<file path="src/rtl/aes_enc_arbiter.sv">
// Two-requester round-robin front end for a shared AES encoder core.
// Each grant produces exactly one response: ciphertext, or a zeroed timeout.
module aes_enc_arbiter #(
    parameter int unsigned TIMEOUT = 63
) (
    input  logic         clock,
    input  logic         reset,
    input  logic         req0_valid,
    input  logic         req1_valid,
    output logic         req0_ready,
    output logic         req1_ready,
    input  logic [0:127] req0_text,
    input  logic [0:127] req1_text,
    input  logic [0:127] req0_key,
    input  logic [0:127] req1_key,
    output logic         rsp_valid,
    input  logic         rsp_ready,
    output logic [0:127] rsp_data,
    output logic         rsp_id,
    output logic         rsp_timeout,
    output logic         enc_start,
    output logic [0:127] enc_plain_text,
    output logic [0:127] enc_key,
    input  logic [0:127] enc_data,
    input  logic         enc_valid,
    output logic         busy,
    output logic [15:0]  done_count
);

    typedef enum logic [1:0] {
        S_IDLE,
        S_LOAD,
        S_WAIT,
        S_RESP
    } state_t;

    state_t        r_state;
    state_t        w_state_next;
    logic          r_last_grant;
    logic          r_req_id;
    logic [0:127]  r_text;
    logic [0:127]  r_key;
    logic [0:127]  r_rsp_data;
    logic          r_rsp_timeout;
    logic [7:0]    r_wait_cnt;
    logic [15:0]   r_done_count;

    logic          w_grant_valid;
    logic          w_grant_id;
    logic          w_enc_hit;
    logic          w_timeout;
    logic          w_rsp_hs;
    logic [8:0]    w_wait_next;

    // Grants only exist in IDLE, so the RESP->IDLE cycle can never grant.
    always_comb begin
        w_grant_valid = 1'b0;
        w_grant_id    = 1'b0;
        if (r_state == S_IDLE) begin
            if (req0_valid && req1_valid) begin
                w_grant_valid = 1'b1;
                w_grant_id    = ~r_last_grant;
            end else if (req0_valid) begin
                w_grant_valid = 1'b1;
                w_grant_id    = 1'b0;
            end else if (req1_valid) begin
                w_grant_valid = 1'b1;
                w_grant_id    = 1'b1;
            end
        end
    end

    assign req0_ready = w_grant_valid && !w_grant_id;
    assign req1_ready = w_grant_valid &&  w_grant_id;

    // Counter value after this WAIT cycle equals the number of WAIT cycles spent.
    assign w_wait_next = {1'b0, r_wait_cnt} + 9'd1;
    assign w_enc_hit   = (r_state == S_WAIT) && enc_valid;
    assign w_timeout   = (r_state == S_WAIT) && !enc_valid && (w_wait_next == 9'(TIMEOUT));
    assign w_rsp_hs    = (r_state == S_RESP) && rsp_ready;

    always_comb begin
        w_state_next = r_state;
        case (r_state)
            S_IDLE:  if (w_grant_valid) w_state_next = S_LOAD;
            S_LOAD:  w_state_next = S_WAIT;
            S_WAIT:  if (w_enc_hit || w_timeout) w_state_next = S_RESP;
            S_RESP:  if (w_rsp_hs) w_state_next = S_IDLE;
            default: w_state_next = S_IDLE;
        endcase
    end

    always_ff @(posedge clock) begin
        if (reset) begin
            r_state       <= S_IDLE;
            r_last_grant  <= 1'b1;
            r_req_id      <= 1'b0;
            r_text        <= '0;
            r_key         <= '0;
            r_rsp_data    <= '0;
            r_rsp_timeout <= 1'b0;
            r_wait_cnt    <= '0;
            r_done_count  <= '0;
        end else begin
            r_state <= w_state_next;
            if (w_grant_valid) begin
                r_text       <= w_grant_id ? req1_text : req0_text;
                r_key        <= w_grant_id ? req1_key  : req0_key;
                r_req_id     <= w_grant_id;
                r_last_grant <= w_grant_id;
            end
            if (r_state == S_LOAD) begin
                r_wait_cnt <= '0;
            end else if (r_state == S_WAIT) begin
                r_wait_cnt <= w_wait_next[7:0];
            end
            if (w_enc_hit) begin
                r_rsp_data    <= enc_data;
                r_rsp_timeout <= 1'b0;
            end else if (w_timeout) begin
                r_rsp_data    <= '0;
                r_rsp_timeout <= 1'b1;
            end
            if (w_rsp_hs) begin
                r_done_count <= r_done_count + 16'd1;
            end
        end
    end

    assign enc_start      = (r_state == S_LOAD);
    assign enc_plain_text = r_text;
    assign enc_key        = r_key;
    assign rsp_valid      = (r_state == S_RESP);
    assign rsp_data       = r_rsp_data;
    assign rsp_id         = r_req_id;
    assign rsp_timeout    = r_rsp_timeout;
    assign busy           = (r_state != S_IDLE);
    assign done_count     = r_done_count;

endmodule

</file>
<file path="config.mk">
export PLATFORM = sky130hd
export DESIGN_NAME = aes_enc_arbiter
export DESIGN_NICKNAME = d
export VERILOG_FILES = /design/src/rtl/aes_enc_arbiter.sv
export SDC_FILE = /design/constraint.sdc
export NUM_CORES = 1
export LEC_CHECK = 0
export BUFFER_PORTS_ARGS = -buffer_cell sky130_fd_sc_hd__buf_2
export CORE_AREA = 2 2 412 414
export DETAILED_ROUTE_END_ITERATION = 8
export DIE_AREA = 0 0 414 416
export GPL_TIMING_DRIVEN = 0
export HOLD_SLACK_MARGIN = 0.12
export PLACE_DENSITY = 0.33
export SLEW_MARGIN = 5
export SYNTH_ARGS = -nofsm -noshare
export SYNTH_HDL_FRONTEND = slang
export SYNTH_SLANG_ARGS = --single-unit
</file>
<file path="constraint.sdc">
create_clock -name clock -period 3.2 [get_ports clock]
set_input_delay 0.64 -clock clock [delete_from_list [all_inputs] [get_ports clock]]
set_output_delay 0.64 -clock clock [all_outputs]
set_load 0.005 [all_outputs]
</file>
# After elaboration in Yosys (flattened, before gate mapping)
# Index checks and enable logic that the tools add are counted.
[totals] mem_bits_ro=0 ramBits=0 regBits=413 latchBits=0 out_inout_bits=407 input_bits=646 mem_count=0
[classes] div=0 n_mux=15 magnitude_cmp=0 n_bitwise=1 reduce_logical=16 eq_ne=7 addsub=2 n_mul=0 shifts=0
[op_table] op="$mux W128" n=4
[op_table] op="$add A16 B1 Y16 const B" n=1
[op_table] op="$add A8 B1 Y9 const B" n=1
[op_table] op="$eq A9 B6 Y1 const B" n=1
[op_table] op="$pmux W2 S4" n=1
[op_table] op="$logic_and A1 B1 Y1" n=7
[op_table] op="$mux W1" n=7
[op_table] op="$mux W2" n=3
[op_table] op="$eq A2 B2 Y1 const B" n=2
[op_table] op="$ne A2 B1 Y1 const B" n=2
[op_table] op="$reduce_bool A2 Y1" n=2
[op_table] op="$reduce_or A2 Y1" n=2
[op_table] op="$reduce_and A3 Y1" n=1
[op_table] op="$eq A2 B1 Y1 const B" n=1
[op_table] op="$logic_not A1 Y1" n=2
[op_table] op="$logic_not A2 Y1" n=1
[op_table] op="$ne A2 B2 Y1 const B" n=1
[op_table] op="$logic_or A1 B1 Y1" n=1
[op_table] op="$not A1 Y1" n=1

# Longest topological paths before layout
[logic_depth] word_depth=6 mapped_depth=9

# Worst setup path after synthesis
# No wires, ideal clock.
[synth_path] kind="input-to-output" from="in req0_valid" to="out req0_ready" slack_ps=1224 arrival_ps=1336 path_buffers=1 cell_stages=5 path_cell_list="nand2_1 > nand3_1 > clkinv_1 > clkbuf_1 > nor2_1"
[synth_between] elab_chain_cells=5 word_cells_on_any_way=9
[synth_rtl] element="start, declared" line="8" text="input logic req0_valid,"
[synth_rtl] element="$mux W1 / $logic_and A1 B1 Y1 (equally long branches)" line="63, 60"
[synth_rtl] element="$mux W1" line="60" text="if (req0_valid && req1_valid) begin"
[synth_rtl] element="$mux W1" line="59" text="if (r_state == S_IDLE) begin"
[synth_rtl] element="$logic_not A1 Y1" line="73" text="assign req0_ready = w_grant_valid && !w_grant_id;"
[synth_rtl] element="$logic_and A1 B1 Y1 *" line="73"
[synth_rtl] element="end, declared" line="10" text="output logic req0_ready,"
# Every way passes the cells marked *; elsewhere a longest branch is shown, timed or not.

# Final worst setup path
[layout_path] from="reg r_state[0]" to="reg r_key, in the netlist enc_key[29]"
[layout_between] elab_chain_cells=3 word_cells_on_any_way=4
[layout_rtl] element="start, declared" line="37" text="state_t r_state;"
[layout_rtl] element="start signal, assigned" line="105" text="r_state <= w_state_next;"
[layout_rtl] element="$logic_not A2 Y1 *" line="59"
[layout_rtl] element="$mux W1" line="59"
[layout_rtl] element="$mux W128" line="108" text="r_key <= w_grant_id ? req1_key : req0_key;"
[layout_rtl] element="end signal, assigned" line="108"
[layout_rtl] element="end, declared" line="42" text="logic [0:127] r_key;"
# Marks and branches as above.
# A chain may end at the register's enable or synchronous reset.

==> flow_metrics.py <==
metrics = {
    "grt": {
        "antenna_found_initial": 44,
        "grt_pass1_wl_mm": 167.0,
        "grt_usage_pct": 13.89,
        "grt_pass1_vias": 19100,
        "overflow": 0,
        "grt_max_degree": 17,
    },
    "timing": {
        "fin_ws_ns": 0.2596,
        "max_freq_ghz": 0.3401,
        "worst_pin_slew_ns": 1.101,
        "fin_crit_sh_pct": 91.89,
        "setup_tns_ns": 0,
        "fin_skew_ns": 0.02756,
        "hold_viol_final": 0,
        "finalMaxSlewViolations": 0,
        "finalCriticalPeriod_ns": 2.940,
        "rsz0062_at_grt": "no",
        "holdWs_ns": 0.1941,
        "setup_viol": 0,
        "relSlewSlack_pct": 26.63,
    },
    "route": {
        "vias": 19370,
        "wl_per_cell_um": 23.77,
        "routed_wl_mm": 125.5,
        "dr.first_iter.drc_count": 1196,
        "first_pass_iters": 5,
        "viasPerCell": 3.668,
        "postRouteAntennaNets": 0,
        "drc_errors": 0,
    },
    "placement": {
        "dp_hpwl_mm": 105.2,
        "pre_cts_slack_ns": -0.9600,
        "portBuffers": 1051,
        "place_congestion": 0.9336,
    },
    "floorplan": {
        "rows": 151,
        "core_area_um2": 168100,
        "die_h_um": 416,
        "num_io_pins": 1053,
        "initial_core_util_pct": 9.618,
        "die_w_um": 414,
        "dieArea_um2": 172200,
    },
    "run_status": {
        "status": "finished, final reports clean",
    },
    "flow_run": {
        "maxCapViolations": 0,
    },
    "synthesis": {
        "synthesis.nets": 2535,
        "synth-seq-cells": 413,
        "synth_edf_count": 0,
        "ys_types": 39,
        "synth.avg_cell_area_um2": 8.594,
        "synth_ff_type": "dfxtp_1",
        "syn_inst": 1882,
        "netlist_area_um2": 16170,
        "ys_async_sr_fraction_pct": 0,
        "synth_warnings": 0,
        "ys_seq_area_share_pct": 51.12,
    },
    "final_layout": {
        "nNetsFinal": 3663,
        "ff_latch_area_um2": 8268,
        "multi_input_area_um2": 7078,
        "area_delta_synth_final_pct": 63.65,
        "fill_cells": 19490,
        "drive_above_1_share_pct": 39.46,
    },
    "clock_network": {
        "clkTransAtPathRegs_ns": 0.06,
        "clockRootBuffer": "clkbuf_16",
        "cts_buffer_depth": 3,
        "cts_tree": "yes",
        "numCtsBuffers": 56,
        "htree_levels": 2,
        "cts.sinks": 413,
        "clock_latency_ns": 0.66,
    },
    "worst_setup_path": {
        "crit_type": "reg2reg",
        "cp.arrival_ns": 3.43,
        "worstSetupEndpointType": "flip-flop",
        "critPathMaxFanout": 10,
        "startpoint_type": "flip-flop",
        "required_ns": 3.69,
    },
    "power_and_ir_drop": {
        "power_density_nw_per_um2": 878.8,
        "leakage_nw": 12.07,
        "ir_drop_v": 0.0004919,
    },
    "min_path": {
        "hold_class": "in2reg",
    },
}
[flip-flops by register name, indices dropped and copies added, names as in the netlist]
| register | cells |
|---|---|
| enc_key | 128 |
| r_last_grant | 1 |
| enc_plain_text | 128 |
| rsp_data | 128 |
| done_count | 16 |
| r_state | 2 |
| rsp_id | 1 |
| r_wait_cnt | 8 |
| rsp_timeout | 1 |
[path summary, 6_finish.rpt]
path | start | endpoint | slack (ns) | cells after the start
max | r_state[0]$_SDFFE_PP0P_ | enc_key[29]$_SDFFE_PP0P_ | 0.26 | 8
min | enc_data[42] | rsp_data[42]$_SDFFE_PP0P_ | 0.19 | 2
max reg2reg | r_state[0]$_SDFFE_PP0P_ | enc_key[29]$_SDFFE_PP0P_ | 0.26 | 8
min reg2reg | rsp_id$_SDFFE_PP0P_ | rsp_id$_SDFFE_PP0P_ | 0.46 | 2
[repair_timing]
action	4_1_cts	5_1_grt
hold buffers	18	0
setup buffers	2	0
gates resized for setup	5	10
endpoints found under the setup margin	254	41
pin swaps	1	0
hold endpoints to repair	18	0
[placed cells by master (no fill, tap or decap), types with 2 or more instances in the layout]
cell           synthesis  routed
a211oi_1               2       2
a21oi_1                8       8
a22o_1               128     128
a311oi_1             256     256
and3_1                 3       3
buf_1                 15      15
buf_2                 28    1079
buf_4                  2       3
buf_6                 13      13
bufinv_16              0       6
clkbuf_1             118     118
clkbuf_16              0      56
clkbuf_2               0       6
clkbuf_8               0      17
clkinv_2               0       6
clkinv_4               0       4
clkinvlp_4             0       2
dfxtp_1              413     413
diode_2                0       8
dlygate4sd3_1          0      18
ha_1                   7       7
inv_1                 10      10
inv_16                 0       2
mux2i_1                2       2
nand2_1              526     526
nand3_1                6       5
nand4_1                7       7
nor2_1               285     284
nor2b_1                2       2
nor3_1                 4       4
o21ai_0                5       5
or3_1                  7       7
xnor2_1               12      12
xor2_1                 8       8
[power breakdown]
group	internal (mW)	switching (mW)	total, mW
registers	6.53	0.863	7.39
logic	2.99	5.96	8.95
clock network	4.11	2.81	6.92
[synthesized netlist by cell type, types with 7 or more instances]
library cell / n / area [um^2]
a21oi_1: 8 / 40.04
a22o_1: 128 / 1121
a311oi_1: 256 / 2242
buf_1: 15 / 56.30
buf_2: 28 / 140.1
buf_6: 13 / 146.4
clkbuf_1: 118 / 442.9
dfxtp_1: 413 / 8268
ha_1: 7 / 87.58
inv_1: 10 / 37.54
nand2_1: 526 / 1974
nand4_1: 7 / 43.79
nor2_1: 285 / 1070
or3_1: 7 / 43.79
xnor2_1: 12 / 105.1
xor2_1: 8 / 70.07
[layout make-up]
class | count | area share, %
multi-input cells | 1282 | 26.74
clock inverters | 20 | 1.215
well taps | 2218 | 10.49
repair buffers | 1072 | 20.71
plain buffers | 174 | 3.049
flip-flops and latches | 413 | 31.24
clock buffers | 82 | 6.306
inverters | 11 | 0.1749
diodes | 8 | 0.07564
[stage by stage]
stage,std cells,utilization (%),area [um^2],power [mW]
finish,5280,15.74,26470,23.26
global route,5277,15.74,26460,24.69
CTS,5273,15.73,26440,23.75
detailed placement,5152,14.41,24230,16.57
global placement,5151,14.40,24210,16.59
floorplan,1882,-,16170,11.41
[per-layer routing]
metal | global-route usage (%) | routed length [um] | vias up
li1 | - | - | 8930
met1 | 16.52 | 51290 | 9433
met2 | 24.86 | 63120 | 824
met3 | 3.324 | 8031 | 165
met4 | 3.495 | 2977 | 14
met5 | 0 | 76 | -
[worst max-delay path: stages (launching register included)]
cell             delay, ns
dfxtp_1               0.35
inv_1                 0.09
ha_1                  0.27
inv_1                 0.11
nor2_2                0.25
buf_8                 0.20
clkdlybuf4s15_1       0.62
buf_1                 0.67
a311oi_1              0.19
[kinds of logic after synthesis]
family                     share of synthesized area (%)
AOI/OAI and AO/OA                                  21.48
xor gates and xnor gates                           1.083
adders and majority gates                         0.5415
buffers and inverters                              5.206
DFF                                                51.12
muxes                                             0.1934
and+or+nand+nor                                    20.37
No activity file was read; power rests on OpenSTA's default activity.
